## src/rtl/seven_seg_pkg.sv

```systemverilog
// Shared constants for the seven-segment capture path: segment codes
// (ABCDEFG, active-low), digit count and the frame state encoding.
package seven_seg_pkg;

    localparam int DIGITS = 4;
    localparam int SMP_W  = DIGITS + 7;

    // Idle bus: every anode off, every segment off.
    localparam logic [SMP_W-1:0] SMP_IDLE = {SMP_W{1'b1}};

    localparam logic [6:0] SEG_0 = 7'b0000001;
    localparam logic [6:0] SEG_1 = 7'b1001111;
    localparam logic [6:0] SEG_2 = 7'b0010010;
    localparam logic [6:0] SEG_3 = 7'b0000110;
    localparam logic [6:0] SEG_4 = 7'b1001100;
    localparam logic [6:0] SEG_5 = 7'b0100100;
    localparam logic [6:0] SEG_6 = 7'b0100000;
    localparam logic [6:0] SEG_7 = 7'b0001111;
    localparam logic [6:0] SEG_8 = 7'b0000000;
    localparam logic [6:0] SEG_9 = 7'b0000100;
    localparam logic [6:0] SEG_A = 7'b0001000;
    localparam logic [6:0] SEG_B = 7'b1100000;
    localparam logic [6:0] SEG_C = 7'b0110001;
    localparam logic [6:0] SEG_D = 7'b1000010;
    localparam logic [6:0] SEG_E = 7'b0110000;
    localparam logic [6:0] SEG_F = 7'b0111000;

    typedef enum logic {
        SCAN,
        DONE
    } frame_state_t;

endpackage

```

## src/rtl/seven_seg_pattern_lookup.sv

```systemverilog
// Inverse of the hex-to-segment encoder: maps an active-low ABCDEFG
// pattern back to its nibble and flags patterns outside the code table.
module seven_seg_pattern_lookup
    import seven_seg_pkg::*;
(
    input  logic [6:0] pattern,
    output logic       legal,
    output logic [3:0] nibble
);

    always_comb begin
        legal  = 1'b1;
        nibble = 4'h0;
        case (pattern)
            SEG_0:   nibble = 4'h0;
            SEG_1:   nibble = 4'h1;
            SEG_2:   nibble = 4'h2;
            SEG_3:   nibble = 4'h3;
            SEG_4:   nibble = 4'h4;
            SEG_5:   nibble = 4'h5;
            SEG_6:   nibble = 4'h6;
            SEG_7:   nibble = 4'h7;
            SEG_8:   nibble = 4'h8;
            SEG_9:   nibble = 4'h9;
            SEG_A:   nibble = 4'hA;
            SEG_B:   nibble = 4'hB;
            SEG_C:   nibble = 4'hC;
            SEG_D:   nibble = 4'hD;
            SEG_E:   nibble = 4'hE;
            SEG_F:   nibble = 4'hF;
            default: legal  = 1'b0;
        endcase
    end

endmodule

```

## src/rtl/seven_seg_capture.sv

```systemverilog
// Display-bus monitor: debounces {an_n, seg_n}, decodes accepted patterns
// into per-digit nibbles and pulses frame_valid once every digit refreshed.
module seven_seg_capture
    import seven_seg_pkg::*;
#(
    parameter int STABLE_CYCLES = 4
) (
    input  logic                clk,
    input  logic                rst,
    input  logic [6:0]          seg_n,
    input  logic [DIGITS-1:0]   an_n,
    input  logic                clr,
    output logic [4*DIGITS-1:0] digits,
    output logic [DIGITS-1:0]   digit_valid,
    output logic [4*DIGITS-1:0] frame,
    output logic                frame_valid,
    output logic                code_err,
    output logic                anode_err
);

    localparam logic [7:0] STABLE_LIMIT = 8'(STABLE_CYCLES);

    logic [SMP_W-1:0]    sample_in;
    logic [SMP_W-1:0]    smp_reg;
    logic [7:0]          cnt_reg, cnt_next;
    logic                accept_reg, accept_next;

    logic [DIGITS-1:0]   an_low;
    logic                multi_low, single_low;
    logic                accept_act, single_act;
    logic                code_legal;
    logic [3:0]          code_nibble;
    logic [DIGITS-1:0]   digit_hit;

    logic [4*DIGITS-1:0] digits_reg, digits_next;
    logic [DIGITS-1:0]   digit_valid_reg, digit_valid_next;
    logic [4*DIGITS-1:0] frame_reg, frame_next;
    logic                frame_valid_reg, code_err_reg, anode_err_reg;

    frame_state_t        state_reg, state_next;
    logic [DIGITS-1:0]   seen_reg, seen_next;
    logic                frame_load;

    assign sample_in = {an_n, seg_n};

    // Accept is registered, so the decode below always works on smp_reg,
    // which still holds the stable value during the accept cycle.
    always_comb begin
        cnt_next = cnt_reg;
        if (clr) begin
            cnt_next = 8'd0;
        end else if (sample_in == smp_reg) begin
            if (cnt_reg != STABLE_LIMIT) begin
                cnt_next = cnt_reg + 8'd1;
            end
        end else begin
            cnt_next = 8'd0;
        end
        accept_next = !clr && (cnt_next == STABLE_LIMIT) && (cnt_reg != STABLE_LIMIT);
    end

    assign an_low     = ~smp_reg[SMP_W-1:7];
    assign multi_low  = (an_low & (an_low - 1'b1)) != '0;
    assign single_low = (an_low != '0) && !multi_low;
    assign accept_act = accept_reg && !clr;
    assign single_act = accept_act && single_low;

    seven_seg_pattern_lookup u_lookup (
        .pattern (smp_reg[6:0]),
        .legal   (code_legal),
        .nibble  (code_nibble)
    );

    // Illegal codes keep the old nibble but drop the valid flag.
    for (genvar gi = 0; gi < DIGITS; gi++) begin : g_digit
        assign digit_hit[gi] = single_act && an_low[gi];
        assign digits_next[4*gi +: 4] =
            clr                           ? 4'h0        :
            (digit_hit[gi] && code_legal) ? code_nibble :
                                            digits_reg[4*gi +: 4];
        assign digit_valid_next[gi] =
            clr           ? 1'b0       :
            digit_hit[gi] ? code_legal :
                            digit_valid_reg[gi];
    end

    always_comb begin
        state_next = state_reg;
        seen_next  = seen_reg;
        frame_load = 1'b0;
        case (state_reg)
            SCAN: begin
                seen_next = seen_reg | digit_hit;
                if (seen_next == '1) begin
                    state_next = DONE;
                end
            end
            DONE: begin
                seen_next  = digit_hit;
                frame_load = 1'b1;
                state_next = SCAN;
            end
            default: state_next = SCAN;
        endcase
        if (clr) begin
            seen_next  = '0;
            frame_load = 1'b0;
            state_next = SCAN;
        end
    end

    assign frame_next = clr        ? '0         :
                        frame_load ? digits_reg :
                                     frame_reg;

    always_ff @(posedge clk or posedge rst) begin
        if (rst) begin
            state_reg <= SCAN;
            seen_reg  <= '0;
        end else begin
            state_reg <= state_next;
            seen_reg  <= seen_next;
        end
    end

    always_ff @(posedge clk or posedge rst) begin
        if (rst) begin
            smp_reg         <= SMP_IDLE;
            cnt_reg         <= 8'd0;
            accept_reg      <= 1'b0;
            digits_reg      <= '0;
            digit_valid_reg <= '0;
            frame_reg       <= '0;
            frame_valid_reg <= 1'b0;
            code_err_reg    <= 1'b0;
            anode_err_reg   <= 1'b0;
        end else begin
            smp_reg         <= sample_in;
            cnt_reg         <= cnt_next;
            accept_reg      <= accept_next;
            digits_reg      <= digits_next;
            digit_valid_reg <= digit_valid_next;
            frame_reg       <= frame_next;
            frame_valid_reg <= frame_load;
            code_err_reg    <= single_act && !code_legal;
            anode_err_reg   <= accept_act && multi_low;
        end
    end

    assign digits      = digits_reg;
    assign digit_valid = digit_valid_reg;
    assign frame       = frame_reg;
    assign frame_valid = frame_valid_reg;
    assign code_err    = code_err_reg;
    assign anode_err   = anode_err_reg;

endmodule

```

## config.mk

```make
export PLATFORM = sky130hd
export DESIGN_NAME = seven_seg_capture
export DESIGN_NICKNAME = d
export VERILOG_FILES = /design/src/rtl/seven_seg_pkg.sv /design/src/rtl/seven_seg_pattern_lookup.sv /design/src/rtl/seven_seg_capture.sv
export SDC_FILE = /design/constraint.sdc
export NUM_CORES = 1
export LEC_CHECK = 0
export ABC_AREA = 1
export ABC_CLOCK_PERIOD_IN_PS = 2950
export CAP_MARGIN = 20
export CORE_ASPECT_RATIO = 0.6
export CORE_UTILIZATION = 40
export DETAILED_ROUTE_END_ITERATION = 7
export GPL_TIMING_DRIVEN = 0
export SYNTH_ARGS = -nofsm -noshare
export SYNTH_HDL_FRONTEND = slang
export SYNTH_SLANG_ARGS = --single-unit
```

## constraint.sdc

```tcl
create_clock -name clk -period 2.95 [get_ports clk]
set_clock_uncertainty 0.2 [all_clocks]
set_input_delay 0.295 -clock clk [delete_from_list [all_inputs] [get_ports clk]]
set_output_delay 0.295 -clock clk [all_outputs]
set_load 0.01 [all_outputs]
```

==> key figures <==
Floorplan
  • Die area: 8410 um^2
  • Starting density of the core: 0.4282
  • Core area: between 7000 and 8000 um^2
  • Std-Cell Rows: 24
  • Die width: about 120 um
  • Io pins: 53
  • Vert. Die Dim: a little over 70 um

Setup path
  • CP cell instances: nand3_1, or2_1, nand3_1, nor2_1, nor2_1, nand3_1, nand2_1
  • Max incr delay on CP: just under 0.6 ns
  • Crit-path most repeated cell: nand3_1
  • Startpoint Class: register
  • CP top delay family: simple AND/OR/NAND/NOR gates
  • CP Buf/Inv Count: 0
  • CP Data Required Time: 3.01 ns
  • CP arrival: around 2.1 ns
  • Worst-path maximum fanout: 5
  • Crit. End Element: register
  • Crit-path slowest cell: dfstp_2
  • Setup Crit Path Kind: register to register

Placed design
  • Post-Place Cells: ~540
  • Placement-stage cell area: between 3000 and 4000 um^2
  • Dpl hpwl: a little under 6 mm
  • Port buffer count: just over 50
  • Final Wtd Congestion: 0.7926

Timing
  • Setup Viol. Count Final: 0
  • Slew HR: 0.5731
  • Min cycle time layout: just over 2 ns
  • Max frequency: ~0.49 GHz
  • Final Max Slew Viols: 0
  • Final worst path period share: 0.6943
  • Final Hold Vio Count: 0
  • Setup TNS: 0 ns
  • RSZ-0062 raised after global routing: no
  • Actual slew at the worst max-slew pin: between 0.6 and 0.7 ns

Global route
  • Initial antenna violation count: 0
  • Largest net degree at the start of global routing: 42
  • Grt total ovfl: 0
  • Total track usage: 0.2098
  • First-pass GRT wire length: between 10 and 15 mm
  • Vias in the first global route: between 2000 and 3000

Drt
  • DRT Pass-1 Iters: 4
  • WL/cell: between 10 and 15 um
  • Vias per inst: about 4.8
  • Post-Route WL: 7.798 mm
  • Vias post-DR: 2657
  • Iteration-0 DRC Markers: roughly 140
  • Routed Antenna Nets: 0
  • DRC errors left: 0

Clocking
  • Reg clk slew, reported paths: ~0.050 ns
  • Sinks on Clock Net: 64
  • Worst-Skew Late Latency: approximately 0.32 ns
  • Clock Tree Buf Depth: 2
  • CTS H-tree depth: 3
  • CTS tree: yes
  • Postcts setup bufs: 0
  • Clk root buf: clkbuf_16
  • CTS buffer count: 9
  • Resized cells post-CTS: 0
  • Hold Buf Count CTS: 0

Worst hold path
  • Min-delay worst type: primary input to async pin

Logic synthesis
  • Sequential share of the synthesized area: 0.5025
  • Synth cell types: 33
  • Avg Inst Size Synth: between 8 and 9 um^2
  • Async SR Flop Fraction: 1.000
  • Top FF cell, synth: dfrtp_1
  • Count leader, synth: nand2_1
  • Flops & latches, synth: 64
  • Ys Warns: 0
  • Commonest cells in the netlist: nand2_1, nand3_1, nor2_1
  • Synth area leader: dfrtp_1
  • Top cell type's share of synthesized area: 0.4126
  • Post-synth EDFFs: 0
  • Syn nets: about 400
  • Top cells by area, synth: dfrtp_1, nand2_1, nand3_1
  • Gate Count Post-Synth: ~390
  • Mapped Area: 3214 um^2

Layout
  • Area grow syn2layout: 29.19%
  • Nets: 465
  • Fill cell count: approximately 700
  • Diode count: 0
  • Post-route cell area: between 4000 and 5000 um^2
  • Layout cells sized above 1: 0.1079
  • Area occupied by multi-input gates: ~1400 um^2
  • Post-Layout Cell Count: 558
  • FF+latch area: around 1600 um^2

Power and ir drop
  • Pleak: ~2.1 nW
  • Max rail drop VDD: 0.3035 mV
  • Pwr per Cell Area: roughly 490 nW/um^2
  • Total power: ~2.0 mW

Status
  • Status: finished clean

Job
  • Maxcap violations: 0
## kinds of logic after synthesis
group / after synthesis / synth area share
adders and majority gates: 2 / 0.007784
xor gates and xnor gates: 9 / 0.02452
buffers and inverters: 59 / 0.07201
DFF: 64 / 0.5025
AOI/OAI and AO/OA: 33 / 0.07435
and+or+nand+nor: 219 / 0.3188
## per-layer routing
| layer | track usage | part of all wire | up-vias |
|---|---|---|---|
| li1 | - | - | 1370 |
| met5 | 0 | 0 | - |
| met4 | 0.06838 | 0.0064 | 0 |
| met2 | 0.2895 | 0.40 | 55 |
| met1 | 0.3140 | 0.56 | 1228 |
| met3 | 0.05892 | 0.042 | 4 |
## report_power, final
group	leakage (nW)	total, mW	switching (mW)	internal [mW]
sequential	0.857	0.907	0.0137	0.893
clock	0.136	0.980	0.368	0.611
combinational	1.10	0.129	0.0845	0.0445
## metrics by stage
| step | utilization | hold slack (ns) | worst slack [ns] |
|---|---|---|---|
| floorplan | - | 0.09948 | 0.8751 |
| global placement | 0.5135 | 0.2928 | -0.3029 |
| detailed placement | 0.5162 | 0.2970 | 0.8324 |
| CTS | 0.5532 | 0.1393 | 0.9104 |
| global route | 0.5532 | 0.1843 | 0.7191 |
| finish | 0.5532 | 0.1318 | 0.9017 |
## placed cells by master (no fill, tap or decap), types with 2 or more instances in the layout
cell type / count
a21oi_1: 10
a22o_1: 16
and2_1: 2
buf_2: 2
clkbuf_1: 5
clkbuf_16: 9
clkbuf_8: 2
clkdlybuf4s50_1: 51
clkinv_2: 2
dfrtp_1: 53
dfstp_2: 11
ha_1: 2
inv_1: 48
inv_2: 4
nand2_1: 81
nand2_2: 2
nand2_4: 4
nand3_1: 58
nand4_1: 3
nor2_1: 55
nor2_2: 2
nor2_4: 2
nor2_8: 2
o21ai_0: 4
or2_1: 3
xnor2_1: 4
xor2_1: 5
## path summary, 6_finish.rpt
check | from | endpoint | slack (ns) | cells after the start
worst max register to register | smp_reg[5] | digits[14] | 0.90 | 7
worst min register to register | frame[14] | frame[14] | 0.30 | 1
worst max-delay path | smp_reg[5] | digits[14] | 0.90 | 7
min in group clk | seg_n[3] | smp_reg[3] | 0.22 | 1
worst min-delay path | rst | accept_reg | 0.13 | 2
max in group asynchronous | rst | smp_reg[5] | 1.75 | 3
## layout make-up
type                    count  share of cell area
repair buffers             52              0.1277
inverters                  52             0.04700
clock buffers              13             0.06267
flip-flops and latches     64              0.3890
well taps                 104             0.03133
multi-input cells         263              0.3293
clock inverters             3            0.004218
plain buffers               7            0.008738
(Power assumes the default switching activity.)
